==> src/rtl/steer_pkg.sv <==
// Shared types, widths and phase helpers for the steering quadrature sequencer.
package steer_pkg;

   localparam int unsigned PERIOD_W = 16;
   localparam int unsigned RAMP_W   = PERIOD_W + 1;
   localparam int unsigned POS_W    = 8;

   localparam logic signed [POS_W-1:0] POS_MAX = 8'sh7f;
   localparam logic signed [POS_W-1:0] POS_MIN = 8'sh80;

   typedef enum logic [1:0] {IDLE, ACCEL, CRUISE, RETURN} steer_state_e;

   // One Gray step toward "right": 00 -> 01 -> 11 -> 10 -> 00
   function automatic logic [1:0] gray_next(input logic [1:0] ph);
      logic [1:0] r;
      case (ph)
         2'b00:   r = 2'b01;
         2'b01:   r = 2'b11;
         2'b11:   r = 2'b10;
         default: r = 2'b00;
      endcase
      return r;
   endfunction

   function automatic logic [1:0] gray_prev(input logic [1:0] ph);
      logic [1:0] r;
      case (ph)
         2'b00:   r = 2'b10;
         2'b10:   r = 2'b11;
         2'b11:   r = 2'b01;
         default: r = 2'b00;
      endcase
      return r;
   endfunction

   // Saturating +/-1 on the signed wheel position
   function automatic logic signed [POS_W-1:0] pos_step(input logic signed [POS_W-1:0] pos,
                                                         input logic up);
      logic signed [POS_W-1:0] r;
      r = pos;
      if (up && (pos != POS_MAX))
         r = pos + POS_W'(1);
      else if (!up && (pos != POS_MIN))
         r = pos - POS_W'(1);
      return r;
   endfunction

endpackage

==> src/rtl/steer_quad_ctrl_if.sv <==
// Request/phase bundle of one steering channel; the controller takes the slave side.
interface steer_quad_ctrl_if;
   import steer_pkg::*;

   logic                ce;
   logic                left;
   logic                right;
   logic [1:0]          steer;
   logic                moving;
   logic                dir;
   logic [PERIOD_W-1:0] period;

   modport master (output ce, left, right, input steer, moving, dir, period);
   modport slave  (input ce, left, right, output steer, moving, dir, period);

endinterface

==> src/rtl/steer_rate_ramp.sv <==
// Step-period generator: reload period, ce-gated down-counter, saturating ramp, step strobe.
module steer_rate_ramp
   import steer_pkg::*;
#(
   parameter int unsigned CLKDIV_MAX = 22500,
   parameter int unsigned CLKDIV_MIN = 5625,
   parameter int unsigned RAMP_STEP  = 1875
) (
   input  logic                clk,
   input  logic                rst,
   input  logic                ce,
   input  logic                run,
   input  logic                load_max,
   input  logic                load_min,
   output logic                step_c,
   output logic                at_min_c,
   output logic [PERIOD_W-1:0] period
);

   localparam logic [PERIOD_W-1:0] P_MAX  = PERIOD_W'(CLKDIV_MAX);
   localparam logic [PERIOD_W-1:0] P_MIN  = PERIOD_W'(CLKDIV_MIN);
   localparam logic [PERIOD_W-1:0] P_ONE  = PERIOD_W'(1);
   localparam logic [RAMP_W-1:0]   R_STEP = RAMP_W'(RAMP_STEP);
   localparam logic [RAMP_W-1:0]   R_MIN  = RAMP_W'(CLKDIV_MIN);

   logic [PERIOD_W-1:0] count;
   logic [RAMP_W-1:0]   diff_c;
   logic [PERIOD_W-1:0] next_period_c;

   // Extra top bit flags underflow so the ramp floor cannot be skipped by wrap-around
   always_comb begin
      diff_c        = {1'b0, period} - R_STEP;
      next_period_c = P_MIN;
      if (!diff_c[RAMP_W-1] && (diff_c > R_MIN))
         next_period_c = diff_c[PERIOD_W-1:0];
   end

   assign step_c   = run & ce & (count == '0);
   assign at_min_c = (next_period_c == P_MIN);

   always_ff @(posedge clk or posedge rst) begin
      if (rst) begin
         period <= P_MAX;
         count  <= P_MAX - P_ONE;
      end else if (load_max) begin
         period <= P_MAX;
         count  <= P_MAX - P_ONE;
      end else if (load_min) begin
         period <= P_MIN;
         count  <= P_MIN - P_ONE;
      end else if (step_c) begin
         period <= next_period_c;
         count  <= next_period_c - P_ONE;
      end else if (run && ce) begin
         count  <= count - P_ONE;
      end
   end

endmodule

==> src/rtl/steer_quad_ctrl.sv <==
// Steering sequencer: left/right requests to accelerating Gray quadrature steps.
// Optional STEER_AUTOCENTER_EN adds a position counter and a RETURN-to-centre state.
module steer_quad_ctrl
   import steer_pkg::*;
#(
   parameter int unsigned CLKDIV_MAX = 22500,
   parameter int unsigned CLKDIV_MIN = 5625,
   parameter int unsigned RAMP_STEP  = 1875
) (
   input logic              CLK,
   input logic              reset,
   steer_quad_ctrl_if.slave bus
);

   steer_state_e        state, state_nxt;
   logic                left_q, right_q;
   logic [1:0]          steer_q;
   logic                dir_q, dir_nxt, moving_q;
   logic                req_c, req_dir_c, run_c;
   logic                load_max_c, load_min_c, do_step_c;
   logic                step_c, at_min_c;
   logic [PERIOD_W-1:0] period_w;
`ifdef STEER_AUTOCENTER_EN
   logic signed [POS_W-1:0] pos_q, pos_nxt;
`endif

   // Simultaneous left and right cancel out
   assign req_c     = left_q ^ right_q;
   assign req_dir_c = right_q;
   assign run_c     = (state != IDLE);

   steer_rate_ramp #(
      .CLKDIV_MAX(CLKDIV_MAX),
      .CLKDIV_MIN(CLKDIV_MIN),
      .RAMP_STEP (RAMP_STEP)
   ) u_ramp (
      .clk     (CLK),
      .rst     (reset),
      .ce      (bus.ce),
      .run     (run_c),
      .load_max(load_max_c),
      .load_min(load_min_c),
      .step_c  (step_c),
      .at_min_c(at_min_c),
      .period  (period_w)
   );

   always_comb begin
      state_nxt  = state;
      dir_nxt    = dir_q;
      load_max_c = 1'b0;
      load_min_c = 1'b0;
      do_step_c  = 1'b0;
`ifdef STEER_AUTOCENTER_EN
      pos_nxt    = pos_q;
`endif
      case (state)
         IDLE: begin
            if (req_c) begin
               state_nxt  = ACCEL;
               load_max_c = 1'b1;
               dir_nxt    = req_dir_c;
            end
         end
         ACCEL, CRUISE: begin
            // Reversal restarts the ramp and swallows any step due this cycle
            if (req_c && (req_dir_c != dir_q)) begin
               state_nxt  = ACCEL;
               load_max_c = 1'b1;
               dir_nxt    = req_dir_c;
            end else begin
               do_step_c = step_c;
`ifdef STEER_AUTOCENTER_EN
               if (step_c)
                  pos_nxt = pos_step(pos_q, dir_q);
`endif
               if (!req_c) begin
`ifdef STEER_AUTOCENTER_EN
                  if (pos_nxt != '0) begin
                     state_nxt  = RETURN;
                     load_min_c = 1'b1;
                     dir_nxt    = pos_nxt[POS_W-1];
                  end else begin
                     state_nxt  = IDLE;
                     load_max_c = 1'b1;
                  end
`else
                  state_nxt  = IDLE;
                  load_max_c = 1'b1;
`endif
               end else if (step_c && at_min_c) begin
                  state_nxt = CRUISE;
               end
            end
         end
`ifdef STEER_AUTOCENTER_EN
         RETURN: begin
            if (req_c) begin
               state_nxt  = ACCEL;
               load_max_c = 1'b1;
               dir_nxt    = req_dir_c;
            end else if (step_c) begin
               do_step_c = 1'b1;
               pos_nxt   = pos_step(pos_q, dir_q);
               if (pos_nxt == '0) begin
                  state_nxt  = IDLE;
                  load_max_c = 1'b1;
               end
            end
         end
`endif
         default: begin
            state_nxt  = IDLE;
            load_max_c = 1'b1;
         end
      endcase
   end

   always_ff @(posedge CLK or posedge reset) begin
      if (reset) begin
         left_q   <= 1'b0;
         right_q  <= 1'b0;
         state    <= IDLE;
         steer_q  <= 2'b00;
         dir_q    <= 1'b1;
         moving_q <= 1'b0;
      end else begin
         left_q   <= bus.left;
         right_q  <= bus.right;
         state    <= state_nxt;
         dir_q    <= dir_nxt;
         moving_q <= (state_nxt != IDLE);
         if (do_step_c)
            steer_q <= dir_q ? gray_next(steer_q) : gray_prev(steer_q);
      end
   end

`ifdef STEER_AUTOCENTER_EN
   always_ff @(posedge CLK or posedge reset) begin
      if (reset)
         pos_q <= '0;
      else
         pos_q <= pos_nxt;
   end
`endif

   assign bus.steer  = steer_q;
   assign bus.moving = moving_q;
   assign bus.dir    = dir_q;
   assign bus.period = period_w;

endmodule

==> src/flat_wrapper.sv <==
// flat-port wrapper written by rule: the top's interface ports become plain ports
module steer_quad_ctrl_flat import steer_pkg::*;
#(
   parameter int unsigned CLKDIV_MAX = 22500,
   parameter int unsigned CLKDIV_MIN = 5625,
   parameter int unsigned RAMP_STEP  = 1875
)
  (CLK, reset, bus_ce, bus_left, bus_right, bus_steer, bus_moving, bus_dir, bus_period);
  steer_quad_ctrl_if bus_i ();
  input logic CLK;
  input logic reset;
  input wire logic [$bits(bus_i.ce)-1:0] bus_ce;
  input wire logic [$bits(bus_i.left)-1:0] bus_left;
  input wire logic [$bits(bus_i.right)-1:0] bus_right;
  output wire logic [$bits(bus_i.steer)-1:0] bus_steer;
  output wire logic [$bits(bus_i.moving)-1:0] bus_moving;
  output wire logic [$bits(bus_i.dir)-1:0] bus_dir;
  output wire logic [$bits(bus_i.period)-1:0] bus_period;
  assign bus_i.ce = bus_ce;
  assign bus_i.left = bus_left;
  assign bus_i.right = bus_right;
  assign bus_steer = bus_i.steer;
  assign bus_moving = bus_i.moving;
  assign bus_dir = bus_i.dir;
  assign bus_period = bus_i.period;
  steer_quad_ctrl #(.CLKDIV_MAX(CLKDIV_MAX), .CLKDIV_MIN(CLKDIV_MIN), .RAMP_STEP(RAMP_STEP)) u_core (.CLK(CLK), .reset(reset), .bus(bus_i));
endmodule
==> config.mk <==
export PLATFORM = sky130hd
export DESIGN_NAME = steer_quad_ctrl_flat
export DESIGN_NICKNAME = d
export VERILOG_FILES = /design/src/rtl/steer_pkg.sv /design/src/rtl/steer_quad_ctrl_if.sv /design/src/rtl/steer_rate_ramp.sv /design/src/rtl/steer_quad_ctrl.sv /design/src/flat_wrapper.sv
export SDC_FILE = /design/constraint.sdc
export NUM_CORES = 1
export LEC_CHECK = 0
export BUFFER_PORTS_ARGS = -buffer_cell sky130_fd_sc_hd__buf_2
export CORE_ASPECT_RATIO = 1.75
export CORE_MARGIN = 8
export CORE_UTILIZATION = 60
export DETAILED_ROUTE_END_ITERATION = 12
export PLACE_DENSITY = 0.8
export SYNTH_ARGS = -nofsm -noshare
export SYNTH_HDL_FRONTEND = slang
export SYNTH_SLANG_ARGS = --single-unit
==> constraint.sdc <==
create_clock -name CLK -period 5.2 [get_ports CLK]
set_input_delay 0.26 -clock CLK [delete_from_list [all_inputs] [get_ports CLK]]
set_output_delay 0.26 -clock CLK [all_outputs]
set_load 0.05 [all_outputs]
==> metrics.csv, run 1 <==
metric;value;unit
timing.final.ws_setup;0.841;ns
first_iter_violations;233;
post_synth_num_cell_types;78;
core_area;5500;um2
p_per_area;247;nW/um2
nets;425;
crit_start;u_core.u_ramp.period[0]$_DFFE_PP0P_;
fmax;229;MHz
synth.area.top_cells;dfstp_2 16%, dfrtp_1 15%, a21oi_1 5.5%;
dieArea;8310;um2
ys_warn_count;0;
area_growth;7.23;%
grt_overflow_total;0;
antenna_found_initial;0;
leakagePower;0.00145;uW
grt-busiest-layer;met2;
ff2ff_setup_slack;0.84;ns
synthArstFlopShare;1.00;
vdd_drop_max;0.154;mV
grt_use_met2;0.416;
dominantRegCellSynth;dfstp_2;
rsz0062_at_grt;no;
grtUsageMet3;0.0332;
worstPathMaxFanout;13;
die_h;115;um
hold_viol;0;
setup-tns-final;0;ns
synth-seq-cells;40;
drc;0;
clk_pin_slew;0.08;ns
grt_pass1_vias;3137;
wl_per_cell;19.1;um
cts_resized;0;
grtUsageTotal;0.239;
cts.sinks;40;
synth_largest_area_cell;dfstp_2;
critPathKind;reg -> reg;
htree_levels;2;
synth_most_common_cell;nor2_1;
syn-num-nets;410;
clkLatencyLatePin;0.31;ns
syn-cell-area;3340;um2
fin_crit_sh;0.838;
ant_nets;0;
clock_skew;0.00833;ns
worstPathRequired;5.44;ns
numCtsBuffers;5;
dp_hpwl;7.08;mm
cap_violations;0;
antenna_cells;0;
vias;3189;
start_util;0.608;
worstSetupStartpointType;flip-flop;
yosysSeqAreaShare;0.307;
placementRows;36;
dp.cells;484;
ctsHoldBuffers;0;
wl;9.39;mm
cts-root-buf;clkbuf_8;
reg2reg_from;u_core.u_ramp.period[0]$_DFFE_PP0P_;
placement.io_buffers;24;
worst_r2r_endpoint;u_core.u_ramp.count[14]$_DFFE_PP1P_;
drive_above_1_share;0.204;
grt_pass1_wl;15.7;mm
grt_max_degree;41;
finalNonFillerCells;492;
gp_congestion;0.970;
slew_viol_final;0;
cts_buffer_depth;2;
routed_via_density;6.48;
hold_class;in -> async;
synth_commonest_cells;39 x nor2_1, 37 x a21oi_1, 35 x nand2_1;
max-slew-margin-rel;0.538;
first_pass_iters;4;
fin_util;0.652;
io_pins;25;
end_kind;flip-flop;
cts_tree;done;
critPathArrivalTime;4.60;ns
syn_area_per_cell;8.35;um2
tightestPinTransition;0.690;ns
fp.dieW;72.4;um
synth_cells;400;
setup_violations;0;
critPathCapture;u_core.u_ramp.count[14]$_DFFE_PP1P_;
layout_min_cycle_time;4.36;ns
status;completed;
synth_top_area_frac;0.157;
place_ws;0.949;ns
r2r_cells;14;
use_met1;0.258;
cts_setup_buffers;0;
synth_edf_count;0;
-- logic make-up (layout without fill, tap and decap cells) --
kind of cell | after synthesis | after routing | synth area share
buffers and inverters | 36 | 52 | 0.0513
AOI/OAI and AO/OA | 139 | 139 | 0.307
muxes | 2 | 2 | 0.00636
xor gates and xnor gates | 23 | 23 | 0.0625
adders and majority gates | 5 | 5 | 0.0187
DFF | 40 | 40 | 0.307
and+or+nand+nor | 155 | 155 | 0.247
-- final cells by class --
class,instances,area (um2)
timing repair buffer,32,180
clock inverter,2,10.0
inverter,12,45.0
multi-input combinational,324,2140
sequential,40,1030
tap,76,95.1
fill,526,1910
clock buffer,6,82.6
-- metal layers --
layer / share of wire / vias to the layer above
li1: - / 1508
met1: 0.37 / 1500
met2: 0.52 / 135
met3: 0.049 / 46
met4: 0.064 / 0
met5: 0 / -
-- report_power, final --
group / leakage (uW) / switching, uW / internal, uW
clock network: 0.0000510 / 113 / 106
logic: 0.000917 / 194 / 92.7
registers: 0.000481 / 28.8 / 351
total: 0.00145 / 336 / 549
-- how the worst min path moves through the flow --
| stage | from | to | slack, ns | depth (start not counted) |
|---|---|---|---|---|
| global route | bus_left | u_core.left_q$_DFF_PP0_ | 0.05 | 1 |
| global placement | bus_left | u_core.left_q$_DFF_PP0_ | 0.37 | 1 |
| detailed placement | bus_left | u_core.left_q$_DFF_PP0_ | 0.37 | 1 |
| CTS | bus_left | u_core.left_q$_DFF_PP0_ | 0.05 | 1 |
| finish | reset | u_core.bus.steer[1]$_DFFE_PP0P_ | 0.05 | 3 |
| floorplan | bus_left | u_core.left_q$_DFF_PP0_ | 0.29 | 0 |
-- layout by cell type, fill, tap and decap left out, types with 7 or more instances in the layout --
master / n
nand3_1: 12
inv_1: 12
nand2_1: 35
buf_2: 24
dfstp_2: 20
a21o_1: 7
xor2_1: 7
a21oi_1: 37
dfrtp_1: 20
nor2_1: 39
nor3_1: 13
buf_4: 8
xnor2_1: 15
o21ai_0: 28
-- worst max-delay path, stage by stage (launching register included) --
cell and delay [ns]:
dfrtp_1 0.59, ha_1 0.49, o311ai_4 0.18, a21oi_1 0.30, xor2_1 0.34, o211a_1 0.22
nand2_1 0.10, a21oi_2 0.24, nor2_1 0.22, a21oi_1 0.21, ha_1 0.21, o311a_1 0.30
nand4_2 0.20, or4_1 0.59, nand3_1 0.10
-- stage by stage --
| step | power, uW | hold WS [ns] | instance area, um2 |
|---|---|---|---|
| finish | 885 | 0.0513 | 3580 |
| global route | 932 | 0.0531 | 3580 |
| CTS | 889 | 0.0545 | 3580 |
| detailed placement | 669 | 0.370 | 3490 |
| global placement | 662 | 0.374 | 3490 |
| floorplan | 578 | 0.291 | 3340 |
-- state kept, by name, indices dropped and copies added (netlist names) --
name                  flops
u_core.bus.dir            1
u_core.bus.steer          2
u_core.req_dir_c          1
u_core.bus.moving         1
u_core.left_q             1
u_core.state              2
u_core.u_ramp.period     16
u_core.u_ramp.count      16
No activity file was read; power rests on OpenSTA's default activity.
==> run 2: changes to the inputs <==
==> constraint.sdc (replaced) <==
create_clock -name CLK -period 4.14 [get_ports CLK]
set_input_delay 0.207 -clock CLK [delete_from_list [all_inputs] [get_ports CLK]]
set_output_delay 0.207 -clock CLK [all_outputs]
set_load 0.05 [all_outputs]
==> metrics.csv, run 2 (synthesized netlist as in run 1, its figures left out) <==
metric;value;unit
status;complete, but fails checks;
violations;hold timing;
whs;-0.00283;ns
worstPathMaxFanout;13;
critPathKind;reg -> reg;
placementRows;36;
clkLatencyLatePin;0.31;ns
worstPathRequired;4.39;ns
drive_above_1_share;0.224;
nets;438;
slew_viol_final;0;
final_common_cell;nor2_1;
r2r_cells;13;
first_iter_violations;276;
setup-tns-final;0;ns
place_ws;0.243;ns
fp.dieW;72.4;um
routed_via_density;6.56;
cts-root-buf;clkbuf_8;
final_cell_mix;39 x nor2_1, 37 x a21oi_1, 35 x nand2_1, 28 x o21ai_0, 24 x buf_2;
hold_viol;4;
dp_hpwl;7.21;mm
clock_skew;0.00499;ns
timing.final.ws_setup;0.299;ns
wl_per_cell;19.1;um
cts.sinks;40;
antenna_found_initial;0;
core_area;5500;um2
numCtsBuffers;5;
top_regs;u_core.u_ramp.count (16), u_core.u_ramp.period (16);
fin_crit_sh;0.928;
n_fill_cell;476;
grt_pass1_vias;3287;
grt_pass1_wl;16.2;mm
cts_buffer_depth;2;
grtUsageTotal;0.246;
grt_max_degree;41;
rsz0062_at_grt;no;
gp_congestion;0.967;
clk_pin_slew;0.08;ns
start_util;0.608;
setup_violations;0;
drc;0;
vias;3315;
layout_min_cycle_time;3.84;ns
max-slew-margin-rel;0.574;
placement.io_buffers;24;
ff2ff_setup_slack;0.30;ns
tightestPinTransition;0.634;ns
ant_nets;0;
wl;9.64;mm
hold_class;in -> async;
critPathArrivalTime;4.10;ns
cts_tree;done;
reg2reg_from;u_core.u_ramp.period[2]$_DFFE_PP1P_;
dieArea;8310;um2
first_pass_iters;7;
worstSetupStartpointType;flip-flop;
end_kind;flip-flop;
worst_r2r_endpoint;u_core.u_ramp.count[14]$_DFFE_PP1P_;
grt_overflow_total;0;
cap_violations;0;
area_growth;10.6;%
leakagePower;0.00151;uW
p_per_area;304;nW/um2
io_pins;25;
die_h;115;um
fmax;260;MHz
antenna_cells;0;
vdd_drop_max;0.216;mV
htree_levels;2;
-- run 2: layout make-up --
type / count / area [um2] / area share
Tap cell: 76 / 95.1 / 0.0257
Timing Repair Buffer: 45 / 280 / 0.0758
Inverter: 12 / 45.0 / 0.0122
Sequential cell: 40 / 1030 / 0.278
Multi-Input combinational cell: 324 / 2160 / 0.584
Clock buffer: 8 / 90.1 / 0.0244
-- run 2: through the flow --
| step | cell area [um2] | hold slack (ns) | total power [uW] | cells | util |
|---|---|---|---|---|---|
| finish | 3700 | -0.00283 | 1120 | 505 | 0.673 |
| global route | 3700 | 0.000108 | 1180 | 505 | 0.673 |
| CTS | 3660 | 0.00258 | 1120 | 503 | 0.667 |
| detailed placement | 3570 | 0.318 | 843 | 495 | 0.650 |
| global placement | 3570 | 0.319 | 827 | 495 | 0.650 |
| floorplan | 3340 | 0.238 | 726 | 400 | - |
-- run 2: critical path: stages (launching register included) --
cell,delay (ns)
dfstp_2,0.70
a211oi_2,0.13
a221oi_4,0.47
xnor2_1,0.21
nor2_1,0.12
a221o_1,0.38
o21ai_2,0.18
a21oi_1,0.09
nor2_1,0.13
ha_1,0.21
o311a_1,0.29
nand4_2,0.21
or4_1,0.57
nand3_1,0.10
-- run 2: metal layers --
layer	global-route usage	wire length [um]
met1	0.253	3450
met2	0.419	4970
met3	0.0559	599
met4	0.185	616
met5	0	0
-- run 2: worst max-delay path by stage --
stage,from,end,slack (ns),cells after the start
floorplan,u_core.u_ramp.period[1]$_DFFE_PP0P_,u_core.u_ramp.count[14]$_DFFE_PP1P_,0.01,16
global placement,u_core.u_ramp.period[0]$_DFFE_PP0P_,u_core.u_ramp.count[14]$_DFFE_PP1P_,0.35,14
detailed placement,u_core.u_ramp.period[0]$_DFFE_PP0P_,u_core.u_ramp.count[14]$_DFFE_PP1P_,0.24,14
CTS,u_core.u_ramp.period[0]$_DFFE_PP0P_,u_core.u_ramp.count[14]$_DFFE_PP1P_,0.22,14
global route,u_core.u_ramp.period[7]$_DFFE_PP1P_,u_core.u_ramp.count[14]$_DFFE_PP1P_,0.06,13
finish,u_core.u_ramp.period[2]$_DFFE_PP1P_,u_core.u_ramp.count[14]$_DFFE_PP1P_,0.30,13
-- run 2: power by group --
group          switching [uW]  internal [uW]
registers                37.6            441
clock network             144            136
logic                     248            117
-- run 2: what timing repair did --
| action | CTS | global route |
|---|---|---|
| endpoints found under the hold margin | 0 | 1 |
| hold buffers | 0 | 1 |
| buffers inserted | 0 | 1 |
| resized for setup | 0 | 2 |
| setup endpoints to repair | 0 | 1 |
